==> config.mk <==
export PLATFORM = sky130hd
export DESIGN_NAME = draw_text_box
export DESIGN_NICKNAME = d
export VERILOG_FILES = /design/src/rtl/draw_text_box.sv
export SDC_FILE = /design/constraint.sdc
export NUM_CORES = 1
export LEC_CHECK = 0
export BUFFER_PORTS_ARGS = -buffer_cell sky130_fd_sc_hd__buf_2
export CORE_MARGIN = 2
export CORE_UTILIZATION = 45
export CTS_CLUSTER_SIZE = 12
export DETAILED_ROUTE_END_ITERATION = 7
export PLACE_DENSITY = 0.74
export REMOVE_ABC_BUFFERS = 1
export SLEW_MARGIN = 10
export SYNTH_ARGS = -nofsm -noshare
export SYNTH_HDL_FRONTEND = slang
export SYNTH_SLANG_ARGS = --single-unit
==> constraint.sdc <==
create_clock -name clk -period 2.1 [get_ports clk]
set_input_delay 0.105 -clock clk [delete_from_list [all_inputs] [get_ports clk]]
set_output_delay 0.105 -clock clk [all_outputs]
set_load 0.01 [all_outputs]
==> src/rtl/draw_text_box.sv <==
// -----------------------------------------------------------------------------
// draw_text_box
//
// Pixel-pipeline stage that renders a 16x16-character text box (128x256 pixels,
// 8x16 glyphs) onto the VGA stream. The current pixel position is translated
// into a character cell address for an external text ROM. The returned
// character code, combined with the glyph line, addresses an external font
// ROM. The selected font bit is then composited over the incoming colour.
//
// Both ROMs are synchronous: data returns one clock after the address.
// Every output is delayed exactly 3 clocks from the inputs, and the pipeline
// accepts one pixel per clock.
//
// Optional build macro: TEXT_BLINK_EN
//   When this macro is defined, a 6-bit frame counter advances on each rising
//   edge of vsync_in. Glyph pixels are shown only while counter[5] is 0.
//
// Parameters:
//   X_POS, Y_POS  top-left corner of the box in pixels (11-bit)
//   TEXT_COLOR    RGB444 colour of set glyph pixels
//   BG_COLOR      RGB444 colour of clear glyph pixels when FILL_BG = 1
//   FILL_BG       1: clear glyph pixels inside the box take BG_COLOR
//                 0: clear glyph pixels pass rgb_in through
//
// Ports:
//   clk, rst                      pixel clock, synchronous active-high reset
//   hcount_in, vcount_in          pixel position (11 bits each)
//   hsync/hblnk/vsync/vblnk_in    timing signals
//   rgb_in                        upstream pixel colour (RGB444)
//   char_xy    -> text ROM        {row[3:0], col[3:0]}, combinational
//   char_code  <- text ROM        valid one clock after char_xy
//   font_addr  -> font ROM        {char_code, glyph_line[3:0]}, combinational
//   font_line  <- font ROM        valid one clock after font_addr; bit 7 = left
//   *_out                         timing delayed 3 clocks
//   rgb_out                       composited pixel colour
// -----------------------------------------------------------------------------
module draw_text_box #(
  parameter logic [10:0] X_POS      = 11'd0,
  parameter logic [10:0] Y_POS      = 11'd0,
  parameter logic [11:0] TEXT_COLOR = 12'hFFF,
  parameter logic [11:0] BG_COLOR   = 12'h000,
  parameter bit          FILL_BG    = 1'b0
) (
  input  logic        clk,
  input  logic        rst,
  input  logic [10:0] hcount_in,
  input  logic [10:0] vcount_in,
  input  logic        hsync_in,
  input  logic        hblnk_in,
  input  logic        vsync_in,
  input  logic        vblnk_in,
  input  logic [11:0] rgb_in,
  output logic [7:0]  char_xy,
  input  logic [6:0]  char_code,
  output logic [10:0] font_addr,
  input  logic [7:0]  font_line,
  output logic [10:0] hcount_out,
  output logic [10:0] vcount_out,
  output logic        hsync_out,
  output logic        hblnk_out,
  output logic        vsync_out,
  output logic        vblnk_out,
  output logic [11:0] rgb_out
);

  typedef struct packed {
    logic [10:0] hcount;
    logic [10:0] vcount;
    logic        hsync;
    logic        hblnk;
    logic        vsync;
    logic        vblnk;
  } timing_t;

  // The end coordinates use 12 bits so that a box near the edge of the
  // 11-bit range is clipped and does not wrap around to 0.
  localparam logic [11:0] X_END = {1'b0, X_POS} + 12'd128;
  localparam logic [11:0] Y_END = {1'b0, Y_POS} + 12'd256;

  // ---------------------------------------------------------------------------
  // Stage 0: geometry and the text ROM address
  // ---------------------------------------------------------------------------
  // Only the low bits of the offsets are used. The low bits of a difference
  // depend only on the low bits of the operands, so narrower subtractions
  // give the same result.
  logic [6:0] w_rel_x;
  logic [7:0] w_rel_y;
  logic       w_in_box;
  timing_t    w_tim_in;

  assign w_rel_x  = hcount_in[6:0] - X_POS[6:0];
  assign w_rel_y  = vcount_in[7:0] - Y_POS[7:0];
  assign w_in_box = (hcount_in >= X_POS) && ({1'b0, hcount_in} < X_END) &&
                    (vcount_in >= Y_POS) && ({1'b0, vcount_in} < Y_END);
  assign w_tim_in = '{hcount: hcount_in, vcount: vcount_in,
                      hsync: hsync_in, hblnk: hblnk_in,
                      vsync: vsync_in, vblnk: vblnk_in};

  // Outside the box this address is meaningless. The result is masked
  // later by in_box.
  assign char_xy = {w_rel_y[7:4], w_rel_x[6:3]};

  // ---------------------------------------------------------------------------
  // Stage 1: char_code is valid. Form the font ROM address.
  // ---------------------------------------------------------------------------
  timing_t     r1_tim;
  logic [11:0] r1_rgb;
  logic [3:0]  r1_line;
  logic [2:0]  r1_col;
  logic        r1_in_box;

  // NOTE: clocked state uses non-blocking (<=) assignments so that every
  // stage samples the previous stage's value from before the clock edge.
  always_ff @(posedge clk) begin
    if (rst) begin
      r1_tim    <= '0;
      r1_rgb    <= '0;
      r1_line   <= '0;
      r1_col    <= '0;
      r1_in_box <= 1'b0;
    end else begin
      r1_tim    <= w_tim_in;
      r1_rgb    <= rgb_in;
      r1_line   <= w_rel_y[3:0];
      r1_col    <= w_rel_x[2:0];
      r1_in_box <= w_in_box;
    end
  end

  assign font_addr = {char_code, r1_line};

  // ---------------------------------------------------------------------------
  // Stage 2: font_line is valid. Select the pixel and composite.
  // ---------------------------------------------------------------------------
  timing_t     r2_tim;
  logic [11:0] r2_rgb;
  logic [2:0]  r2_col;
  logic        r2_in_box;

  always_ff @(posedge clk) begin
    if (rst) begin
      r2_tim    <= '0;
      r2_rgb    <= '0;
      r2_col    <= '0;
      r2_in_box <= 1'b0;
    end else begin
      r2_tim    <= r1_tim;
      r2_rgb    <= r1_rgb;
      r2_col    <= r1_col;
      r2_in_box <= r1_in_box;
    end
  end

  logic w_glyph_visible;

`ifdef TEXT_BLINK_EN
  // The frame counter advances once per vsync rising edge. Holding vsync
  // high for several clocks still counts as a single frame.
  logic       r_vsync_prev;
  logic [5:0] r_frame_cnt;

  always_ff @(posedge clk) begin
    if (rst) begin
      r_vsync_prev <= 1'b0;
      r_frame_cnt  <= '0;
    end else begin
      r_vsync_prev <= vsync_in;
      if (vsync_in && !r_vsync_prev) begin
        r_frame_cnt <= r_frame_cnt + 6'd1;
      end
    end
  end

  assign w_glyph_visible = ~r_frame_cnt[5];
`else
  assign w_glyph_visible = 1'b1;
`endif

  logic        w_pix_set;
  logic [11:0] w_rgb_next;

  // NOTE: every signal written in always_comb receives a default value
  // first. Otherwise a path that leaves the signal unassigned would infer
  // a latch.
  always_comb begin
    w_pix_set  = font_line[3'd7 - r2_col] && w_glyph_visible;
    w_rgb_next = r2_rgb;
    if (r2_tim.hblnk || r2_tim.vblnk) begin
      w_rgb_next = r2_rgb;
    end else if (r2_in_box && w_pix_set) begin
      w_rgb_next = TEXT_COLOR;
    end else if (r2_in_box && FILL_BG) begin
      w_rgb_next = BG_COLOR;
    end
  end

  // ---------------------------------------------------------------------------
  // Stage 3: output register
  // ---------------------------------------------------------------------------
  timing_t     r3_tim;
  logic [11:0] r_rgb_out;

  always_ff @(posedge clk) begin
    if (rst) begin
      r3_tim    <= '0;
      r_rgb_out <= '0;
    end else begin
      r3_tim    <= r2_tim;
      r_rgb_out <= w_rgb_next;
    end
  end

  assign hcount_out = r3_tim.hcount;
  assign vcount_out = r3_tim.vcount;
  assign hsync_out  = r3_tim.hsync;
  assign hblnk_out  = r3_tim.hblnk;
  assign vsync_out  = r3_tim.vsync;
  assign vblnk_out  = r3_tim.vblnk;
  assign rgb_out    = r_rgb_out;

endmodule
---- Yosys cells after proc, flatten, opt, wreduce, memory -nomap -nowiden ----
Cells that the tools add are included.
cells by class
  magnitude comparators ................... 5
  muxes and demuxes ....................... 4
  reductions and logical operators ........ 5
  $add $sub $neg .......................... 1
operators by type and width
  kind                                                         number
  2-to-1 mux 12 bit                                            2
  >= comparator 11 x 1 -> 1 bit, second input constant         2
  less-than comparator 11 x 8 -> 1 bit, second input constant  1
  less-than comparator 11 x 9 -> 1 bit, second input constant  1
  logical AND 1 bit                                            4
  less-than comparator 3 x 4 -> 1 bit, second input constant   1
  binary-select mux 1 bit (select 3 bit)                       1
  subtractor 3 bit, first input constant                       1
  logical OR 1 bit                                             1
  2-to-1 mux 1 bit                                             1
storage, ports and cells
  output and inout bits ................... 57
  bits of input ports ..................... 55
  register bits after elaboration ......... 126
  word-level logic and storage cells ...... 41

---- Logic depth before layout (Yosys ltp) ----
  word-level depth ........................ 6
  depth in mapped cells ................... 4
  gate-level depth less buffers ........... 3

---- Worst setup path after synthesis ----
OpenSTA, ideal clock, no wires.
  kind .................................... flip-flop to flip-flop
  start point ............................. register r2_tim[15] (netlist name)
  end point ............................... register r_rgb_out[10] (netlist: rgb_out[10])
  clock period less this slack ............ 1.454 ns
  setup time .............................. 0.132 ns
  arrival ................................. 1.322 ns
  stages on the path, launching flop included .. 5
  data required time ...................... 1.968 ns
  path buffers ............................ 1
  slack ................................... 0.646 ns
  cells stage by stage .................... dfxtp_1 > mux4_2 > nor2b_2 > buf_6 > o32ai_2
RTL lines
  element               line  source
  end signal, assigned  209   r_rgb_out <= w_rgb_next;
  end, declared         201   logic [11:0] r_rgb_out;

==> reports/qor.csv <==
stage;metric;value;unit
logic_synthesis;syn_avg_cell_area;12.2;sq um
setup_path;cpMaxStageDelayCell;sky130_fd_sc_hd__mux4_2;
sta;worst_clock_skew;0.00903;ns
finish;fill_cells;604;
drt;dr_total_vias;2178;
finish;final_cells;523;
clock_network;cts_repair_resize_count;0;
finish;seqCellArea;2320;sq um
flow_run;timing.max_cap.violations;0;
sta;report.final.hold_viol_count;0;
drt;detail_route.drc_violations;0;
placement;post-dp-hpwl;3400;um
global_route;gr-total-overflow;0;
logic_synthesis;post_synth_num_cell_types;16;
floorplan;floorplan.die_area;8550;sq um
finish;net_count_reported_at_finish;466;
global_route;grt_pass1_vias;2178;
sta;post-route-period-util;73.5;%
setup_path;worst-endpoint-arrival;1.88;ns
global_route;grt_first_pass_wirelength;9600;um
drt;drt_first_iter_violations;58;
sta;final-setup-viol-count;0;
power;power_density;1030;nW/um^2
setup_path;cp_slowest_stage_delay;0.53;ns
logic_synthesis;synth_seq_cells;116;
floorplan;dieHeight;92.5;um
logic_synthesis;synthCells;289;
clock_network;clock_tree_from_tritoncts;built;
global_route;antenna_violations_before_repair;0;
logic_synthesis;synth_warnings;0;
setup_path;timing.critical_path.cells;mux4_2 > nor2b_2 > buf_4 > o32ai_2;
sta;timing.final.max_slew_violations;0;
clock_network;path_clk_slew;0.05;ns
drt;drt-pass1-iter-count;4;
placement;dp.cells;456;
sta;layout_setup_ws;0.557;ns
sta;max-slew-margin-rel;48.5;%
floorplan;core_ar;7650;sq um
finish;multi_input_area;927;sq um
floorplan;start_util;46.1;%
drt;detail_route.wl_per_cell;11.1;um
setup_path;cp_max_fo;12;
min_path;min_path_type;in -> reg;
sta;min_period;1.54;ns
setup_path;cp.buffers_inverters;1;
global_route;gr-usage-all-layers;14.6;%
setup_path;worst_setup_path_end_kind;register;
power;irDropWorstVdd;626;uV
clock_network;htree_levels;4;
setup_path;critPathLaunchType;register;
clock_network;clk_latency;0.49;ns
finish;num_antenna_cells;0;
drt;antenna_violating_nets_post_route;0;
setup_path;critical_path_class;reg -> reg;
sta;clock.fmax;0.648;GHz
placement;port_buffers;97;
drt;via_per_inst;4.16;
finish;final_core_util;62.9;%
placement;place.gp.congestion;0.655;
clock_network;cts.root.buffer_cell;sky130_fd_sc_hd__clkbuf_8;
floorplan;die_width;92.5;um
global_route;grt_start_max_net_pins;80;
logic_synthesis;post_synth_design_cell_area;3520;sq um
clock_network;clock-sinks;116;
power;p_leak;2.13;nW
drt;finalWirelength;5790;um
setup_path;path_delay_family;multiplexers;
sta;setup-tns-final;0;ns
status;run_status;finished, final reports clean;
floorplan;boundaryPins;112;
sta;grt_setup_unrepaired;no;
placement;placement.setup.worst_slack;0.564;ns
logic_synthesis;synth-seq-area-share;65.9;%
sta;worst-slew-pin-transition;0.773;ns
floorplan;std_cell_rows;32;
clock_network;cts_inserted_buffers;17;
finish;drive_above_1_share;32.8;%
finish;p_r_area_growth_vs_syn;36.6;%
setup_path;required;2.43;ns
clock_network;cts_buffer_depth;2;
[layout by cell type (no fill, tap or decap), types with 2 or more instances in the layout]
cell type,netlist,final
sky130_fd_sc_hd__nor2b_1,104,104
sky130_fd_sc_hd__buf_4,19,4
sky130_fd_sc_hd__clkbuf_16,0,16
sky130_fd_sc_hd__dlygate4sd3_1,0,38
sky130_fd_sc_hd__inv_1,12,12
sky130_fd_sc_hd__buf_2,2,96
sky130_fd_sc_hd__dfxtp_1,116,116
sky130_fd_sc_hd__nor2_1,2,2
sky130_fd_sc_hd__o32ai_2,10,10
sky130_fd_sc_hd__o32ai_1,2,2
sky130_fd_sc_hd__clkbuf_8,0,4
sky130_fd_sc_hd__or4_1,2,2
sky130_fd_sc_hd__mux2i_1,2,2
sky130_fd_sc_hd__clkbuf_1,11,4
sky130_fd_sc_hd__clkinv_2,0,4
[worst paths after layout]
path / from / to / slack, ns / cells after the start
hold / removal: rst / rgb_out[6] / 0.11 / 3
setup / recovery: r2_tim[15] / rgb_out[9] / 0.56 / 4
setup reg to reg: r2_tim[15] / rgb_out[9] / 0.56 / 4
hold reg to reg: r1_rgb[4] / r2_rgb[4] / 0.43 / 1
[routing by layer]
layer / GRT usage [%] / routed length (um)
met1: 15.3 / 2340
met3: 6.92 / 356
met4: 7.46 / 141
met2: 24.3 / 2960
met5: 0 / 0
[kinds of logic (layout without fill, tap and decap cells)]
group,after synthesis,count (layout),share of synthesized area (%)
flip-flops,116,116,65.9
AND/OR/NAND/NOR,110,110,19.8
multiplexers,3,3,1.21
buffers and inverters,47,179,7.74
AO/OA/AOI/OAI,13,13,5.36
[power breakdown]
part           internal, W  switching, W
combinational     0.000158      0.000119
clock              0.00151      0.000856
sequential         0.00229     0.0000206
[cell type report]
type,instances,share of cell area (%)
inverters,12,0.936
clock inverters,5,0.598
repair buffers,138,18.5
well taps,102,2.65
clock buffers,24,9.78
flip-flops and latches,116,48.3
multi-input cells,126,19.3
[synthesized netlist by cell type]
cell type / count / area share (%)
sky130_fd_sc_hd__inv_1: 12 / 1.3
sky130_fd_sc_hd__buf_2: 2 / 0.28
sky130_fd_sc_hd__a22o_1: 1 / 0.25
sky130_fd_sc_hd__dfxtp_1: 116 / 66
sky130_fd_sc_hd__mux2i_1: 2 / 0.57
sky130_fd_sc_hd__nor2b_1: 104 / 18
sky130_fd_sc_hd__buf_6: 3 / 0.96
sky130_fd_sc_hd__nor2b_2: 1 / 0.25
sky130_fd_sc_hd__clkbuf_1: 11 / 1.2
sky130_fd_sc_hd__buf_4: 19 / 4.0
sky130_fd_sc_hd__mux4_2: 1 / 0.64
sky130_fd_sc_hd__or4b_4: 1 / 0.39
sky130_fd_sc_hd__o32ai_1: 2 / 0.50
sky130_fd_sc_hd__nor2_1: 2 / 0.21
sky130_fd_sc_hd__or4_1: 2 / 0.43
sky130_fd_sc_hd__o32ai_2: 10 / 4.6
[what timing repair did]
action	in CTS	in global routing
hold buffers	38	0
endpoints found under the hold margin	39	0
buffers inserted	0	0
[flip-flops by register name (all words and copies together), names as in the netlist]
name	flops
vsync_out	1
hcount_out	11
r2_rgb	12
rgb_out	12
vcount_out	11
r2_in_box	1
r1_tim	26
r1_in_box	1
r1_rgb	12
r2_tim	26
hsync_out	1
vblnk_out	1
hblnk_out	1
[metrics by stage]
step / hold slack (ns) / area [sq um] / power [W]
finish: 0.111 / 4810 / 0.00496
CTS: 0.0942 / 4810 / 0.00502
floorplan: 0.177 / 3290 / 0.00245
global route: 0.113 / 4810 / 0.00517
detailed placement: 0.210 / 3930 / 0.00258
global placement: 0.210 / 3930 / 0.00257
[worst min-delay path, stage by stage]
cell                      delay (ns)
sky130_fd_sc_hd__buf_4          0.10
sky130_fd_sc_hd__or4b_4         0.23
sky130_fd_sc_hd__o32ai_2        0.11
No activity file was read; power rests on OpenSTA's default activity.
